File: src/rtl/bp_dmem.sv
// Data memory for the basic processor: 1-cycle registered read, write-first, and a clear sweep after reset.
// Optional BP_DMEM_MMIO_EN maps the top address onto the io_out register.
module bp_dmem #(
  parameter int unsigned         DATA_W    = 16,
  parameter int unsigned         ADDR_W    = 8,
  parameter logic [DATA_W-1:0]   CLEAR_VAL = 16'h0000
) (
  input  logic              clk,
  input  logic              rst,
  input  logic [ADDR_W-1:0] dm_addr,
  input  logic [DATA_W-1:0] dm_data_w,
  input  logic              dm_we,
  output logic [DATA_W-1:0] dm_data_r,
  output logic              busy
`ifdef BP_DMEM_MMIO_EN
  , output logic [DATA_W-1:0] io_out
`endif
);

  localparam int unsigned DEPTH = 1 << ADDR_W;

  typedef enum logic {CLEAR, READY} state_t;

  state_t              state_q, state_d;
  logic [ADDR_W:0]     clr_addr_q, clr_addr_d;
  logic [DATA_W-1:0]   dm_data_r_q, dm_data_r_d;
  logic [DATA_W-1:0]   mem [DEPTH];

  logic                mem_we;
  logic [ADDR_W-1:0]   mem_waddr;
  logic [DATA_W-1:0]   mem_wdata;
  logic [DATA_W-1:0]   rd_word;

`ifdef BP_DMEM_MMIO_EN
  logic                io_sel;
  logic [DATA_W-1:0]   io_out_q, io_out_d;

  assign io_sel = (dm_addr == {ADDR_W{1'b1}});
  assign io_out = io_out_q;
`endif

  always_comb begin
    state_d     = state_q;
    clr_addr_d  = clr_addr_q;
    dm_data_r_d = '0;
    mem_we      = 1'b0;
    mem_waddr   = dm_addr;
    mem_wdata   = dm_data_w;
    rd_word     = mem[dm_addr];
`ifdef BP_DMEM_MMIO_EN
    io_out_d    = io_out_q;
    if (io_sel) rd_word = io_out_q;
`endif
    case (state_q)
      CLEAR: begin
        // One word per cycle; the extra MSB of clr_addr marks the end of the sweep.
        mem_we     = 1'b1;
        mem_waddr  = clr_addr_q[ADDR_W-1:0];
        mem_wdata  = CLEAR_VAL;
        clr_addr_d = clr_addr_q + (ADDR_W+1)'(1);
        if (clr_addr_d[ADDR_W]) state_d = READY;
      end
      READY: begin
        dm_data_r_d = dm_we ? dm_data_w : rd_word;
        if (dm_we) begin
`ifdef BP_DMEM_MMIO_EN
          if (io_sel) io_out_d = dm_data_w;
          else        mem_we   = 1'b1;
`else
          mem_we = 1'b1;
`endif
        end
      end
      default: state_d = CLEAR;
    endcase
  end

  always_ff @(posedge clk) begin
    if (rst) begin
      state_q     <= CLEAR;
      clr_addr_q  <= '0;
      dm_data_r_q <= '0;
`ifdef BP_DMEM_MMIO_EN
      io_out_q    <= '0;
`endif
    end else begin
      state_q     <= state_d;
      clr_addr_q  <= clr_addr_d;
      dm_data_r_q <= dm_data_r_d;
`ifdef BP_DMEM_MMIO_EN
      io_out_q    <= io_out_d;
`endif
    end
  end

  // Storage has no reset; reset drops any pending write.
  always_ff @(posedge clk) begin
    if (!rst && mem_we) mem[mem_waddr] <= mem_wdata;
  end

  assign dm_data_r = dm_data_r_q;
  assign busy      = (state_q == CLEAR);

endmodule

File: config.mk
export PLATFORM = sky130hd
export DESIGN_NAME = bp_dmem
export DESIGN_NICKNAME = d
export VERILOG_FILES = /design/src/rtl/bp_dmem.sv
export SDC_FILE = /design/constraint.sdc
export NUM_CORES = 2
export LEC_CHECK = 0
export ABC_AREA = 1
export BUFFER_PORTS_ARGS = -buffer_cell sky130_fd_sc_hd__buf_4
export CORE_UTILIZATION = 30
export CTS_CLUSTER_SIZE = 28
export DETAILED_ROUTE_END_ITERATION = 7
export PLACE_DENSITY = 0.44
export SETUP_SLACK_MARGIN = 0.2
export SLEW_MARGIN = 20
export SYNTH_ARGS = -nofsm -noshare
export SYNTH_HDL_FRONTEND = slang
export SYNTH_SLANG_ARGS = --single-unit
File: constraint.sdc
create_clock -name clk -period 7.9 [get_ports clk]
set_input_delay 0 -clock clk [delete_from_list [all_inputs] [get_ports clk]]
set_output_delay 0 -clock clk [all_outputs]
set_load 0.1 [all_outputs]
After elaboration in Yosys (flattened, before gate mapping)
Memory sizes are Yosys's and may differ from the RTL's. A register that Yosys moved wholly into a read port is not among the register bits.
Index checks and enable logic that the tools add are counted.
{"block": "classes", "bitwise_logic": 1, "mux": 8, "addsub": 1, "n_reduce_logical": 3}
{"op": "$mux 16", "count": 1}
{"op": "$add 9x1->9 const B", "count": 1}
{"op": "$mux 8", "count": 1}
{"op": "$mux 1", "count": 5}
{"op": "$pmux 1 s2", "count": 1}
{"op": "$reduce_or 2->1", "count": 1}
{"op": "$logic_and 1x1->1", "count": 1}
{"op": "$logic_not 1->1", "count": 1}
{"op": "$not 1->1", "count": 1}
{"block": "word_totals", "ff_bits": 10, "ram_bits": 4096, "output_inout_bits": 17, "memories": 1}
{"name": "mem", "words": 256, "word_bits": 16, "rd": 1, "rd_clocked_by_memory_dff": 1, "wr": 1, "line_no": "27", "text": "logic [DATA_W-1:0] mem [DEPTH];"}

Depth between registers and ports, before layout
{"block": "logic_depth", "word_depth": 5, "mapped_depth": 17}

Least setup slack after synthesis
Ideal clock, no wire load.
{"block": "synth_path", "path_type": "register to register", "from": "register state_q", "to": "memory mem[0][10] (data pin)", "path_slack_ps": 3181, "path_stages_with_launch": 7, "t_arrival_ps": 3945, "cell_sequence": "dfxtp_1 buf_4 buf_6 clkbuf_1 buf_1 nand2_1 inv_1"}
{"block": "synth_via", "elab_chain_cells": 1}
{"item": "start, declared", "line_no": "24", "text": "state_t state_q, state_d;"}
{"item": "start signal, assigned", "line_no": "87", "text": "state_q <= state_d;"}
{"item": "$mux 16", "line_no": "54", "text": "case (state_q)"}
{"item": "net mem_wdata[10]", "line_no": "31", "text": "logic [DATA_W-1:0] mem_wdata;"}
{"item": "end, declared", "line_no": "27"}
The timed path passes the listed nets, and every way through them passes these cells.

==> qor.yml <==
drt:
  drt_iter0_markers: 11900
  firstDrtPassIters: 6
  wl_per_cell_um: 25.8
  vias: 108000
  routed_wl_mm: 556
  postRouteAntennaNets: 0
  via_per_inst: 5.00
  drc: 0
floorplanning:
  initial_utilization: 0.302
  rows: 273
  core_area_mm2: 0.554
  die-area_mm2: 0.560
  die_h_um: 748
  die_x_um: 748
  pin_count: 44
timing:
  min_period_ns: 4.72
  drv_slew: 0
  finalSetupViolCount: 0
  worst_pin_slew_ns: 1.16
  fin_crit_sh: 0.598
  rsz0062_at_grt: "false"
  finalHoldViolCount: 0
  slew_headroom: 0.228
  fmax_mhz: 212
  finClkSkew_ns: 0.0853
  fin_tns_setup_ns: 0
  worst_slack_ns: 3.18
  fin_hold_ws_ns: 0.155
critical_path:
  max_stage_delay_ns: 0.57
  worstSetupStartpoint: "dm_addr[0]"
  crit_arrival_ns: 5.71
  worstPathMaxFanout: 160
  crit_end: "dm_data_r[0]"
  critPathRequiredTime_ns: 8.88
  r2r-end: "dm_data_r[0]"
  crit_cells: 20
  worst_r2r_path_depth: 12
  crit_slowest_cell: "dlygate4sd3_1"
  crit_path_frequent_cell: "nand3_1"
  r2r_slack_ns: 3.30
  critPathKind: "in2reg"
  cp_cell_sequence: "buf_16 > clkinv_16 > buf_12 > buf_12 > buf_4 > nand2_1 > nand3_1 > nand3_1 > nand3_1 > nand3_1 > nand3_1 > nand3_1 > nand2_1 > nand2_1 > dlygate4sd3_1 > nand3_1 > nand2_1 > dlygate4sd3_1 > inv_1 > dlygate4sd3_1"
  crit_path_start_kind: "input port"
  r2r-start: "state_q"
  cp_num_buf_inv: 9
  path_delay_family: "buffers and inverters"
  cp-end-kind: "register"
synthesis:
  yosysWarningCount: 0
  ys_seq_area_frac: 0.739
  synth-compound-area-share: 0.00139
  ys_seq_elements: 4122
  ys_types: 28
  synth_top_family_by_area: "simple AND/OR/NAND/NOR gates"
  syn_nets: 13800
  synth-xor-area-share: 0
  netlist_instances: 13800
  synth.area.mux_share: 0
  synth.cell_area_mm2: 0.167
  synth_most_common_cell: "nand2_1"
  synth_top_area_cell: "edfxtp_1"
  synthTopCellsByCount: "nand2_1, edfxtp_1, nand3_1"
  synth_top_area_frac: 0.736
  async_flop_share: 0
  synth_edf_count: 4096
  synth_simple_gate_area_frac: 0.224
  synth_flop_cell: "edfxtp_1"
  synth_area_leaders: "edfxtp_1, nand3_1, nand2_1"
  syn_avg_cell_area_um2: 12.1
  synth_adder_area_share: 0.0000749
placed_design:
  port-buffer-count: 43
  gp_congestion: 0.821
  dp_hpwl_mm: 303
  postPlaceCellArea_mm2: 0.175
  pre_cts_ws_ns: 3.53
  dpl.cell_count: 20700
global_route:
  overflow: 0
  grt_pass1_vias: 101000
  grt_max_degree: 184
  grtUsageTotal: 0.192
  grt_pass1_wl_mm: 787
  grt_antenna_before_repair: 28
worst_hold_path:
  hold_path_class: "in2reg"
clocking:
  clk_pin_slew_worst_paths_ns: 0.06
  clkLatencyLatePin_ns: 1.04
  cts-root-buf: "clkbuf_16"
  cts_tree: "done"
  cts_resized: 0
  cts_max_level: 5
  cts_buffer_depth: 4
  numCtsBuffers: 447
  cts_sinks: 4122
layout:
  finalNonFillerCells: 21600
  drive_gt1_frac: 0.0771
  layout.nets: 13800
  finalInstanceArea_mm2: 0.189
  area_delta_synth_final_pct: 13.2
power:
  ir_worst_vdd_v: 0.000203
  power_leakage_nw: 63.3
  power_density_mw_per_mm2: 243
outcome:
  status: "complete, no violations"
flow_run:
  maxCapViolations: 0
==> worst register-to-register path, stage by stage (launching register included) <==
cell and delay (ns):
dfxtp_2 0.79, inv_2 0.27, o21ai_0 0.30, clkinv_1 0.68, o21ai_0 0.33, nor3_1 0.10
nand3_2 0.61, o21ai_1 0.15, inv_1 0.13, nand2_1 0.06, dlygate4sd3_1 0.57, inv_1 0.05
dlygate4sd3_1 0.53
==> flip-flops by register name, summed over array words and instances (netlist names) <==
register and cells:
mem 4096, dm_data_r 16, clr_addr_q 9, state_q 1
==> worst min path at each step <==
stage	from	end	slack (ns)	depth (start not counted)
floorplan	rst	clr_addr_q[3]	0.08	1
global placement	rst	clr_addr_q[3]	0.28	2
detailed placement	rst	clr_addr_q[4]	0.28	2
CTS	rst	clr_addr_q[6]	0.01	5
global route	rst	clr_addr_q[5]	0.09	5
finish	dm_addr[6]	dm_data_r[9]	0.16	8
==> per-stage QoR <==
stage / total power, W / util
global placement: 0.0267 / 0.316
detailed placement: 0.0267 / 0.316
finish: 0.0460 / 0.342
floorplan: 0.0258 / -
CTS: 0.0464 / 0.341
global route: 0.0474 / 0.342
==> layout by cell type (no fill, tap or decap), drive strengths merged <==
cell / n
bufinv: 14
inv: 104
a21oi: 11
nor3: 6
diode: 11
edfxtp: 4096
clkbuf: 584
nand2: 4238
dlygate4sd3: 50
o21a: 1
nor2: 310
clkinv: 197
buf: 405
nand3: 4053
o21ai: 26
nor4: 1
ha: 1
nand4: 1
dfxtp: 26
clkinvlp: 6
o22ai: 4
==> what timing repair did <==
item | CTS | global route
hold buffers | 50 | 0
hold endpoints to repair | 1461 | 0
buffers inserted | 0 | 0
==> cells by family (layout without fill, tap and decap cells) <==
group | Yosys count | in the layout
buffers and inverters | 1046 | 1360
flip-flops | 4122 | 4122
adder cells (fa/ha/maj) | 1 | 1
AO/OA/AOI/OAI | 42 | 42
other | 0 | 11
AND/OR/NAND/NOR | 8609 | 8609
==> where the power goes <==
part / switching (W) / leakage (nW) / internal [W] / total, W
registers: 0.00000523 / 31.0 / 0.0237 / 0.0237
clock network: 0.00884 / 6.52 / 0.0109 / 0.0198
logic: 0.00194 / 25.7 / 0.000635 / 0.00257
total: 0.0108 / 63.3 / 0.0352 / 0.0460
==> layer usage <==
metal	routed length [µm]	track usage
met5	27	0
met4	17800	0.0569
met3	36000	0.0256
met2	249000	0.296
met1	253000	0.281
==> layout make-up <==
class | instances | area [µm²]
Sequential cell | 4122 | 124000
Clock inverter | 221 | 1690
Fill cell | 54700 | 365000
Antenna cell | 11 | 27.5
Timing Repair Buffer | 455 | 4240
Multi-Input combinational cell | 8652 | 38000
Tap cell | 7425 | 9290
Clock buffer | 584 | 11800
Inverter | 100 | 568
(Power assumes the default switching activity.)
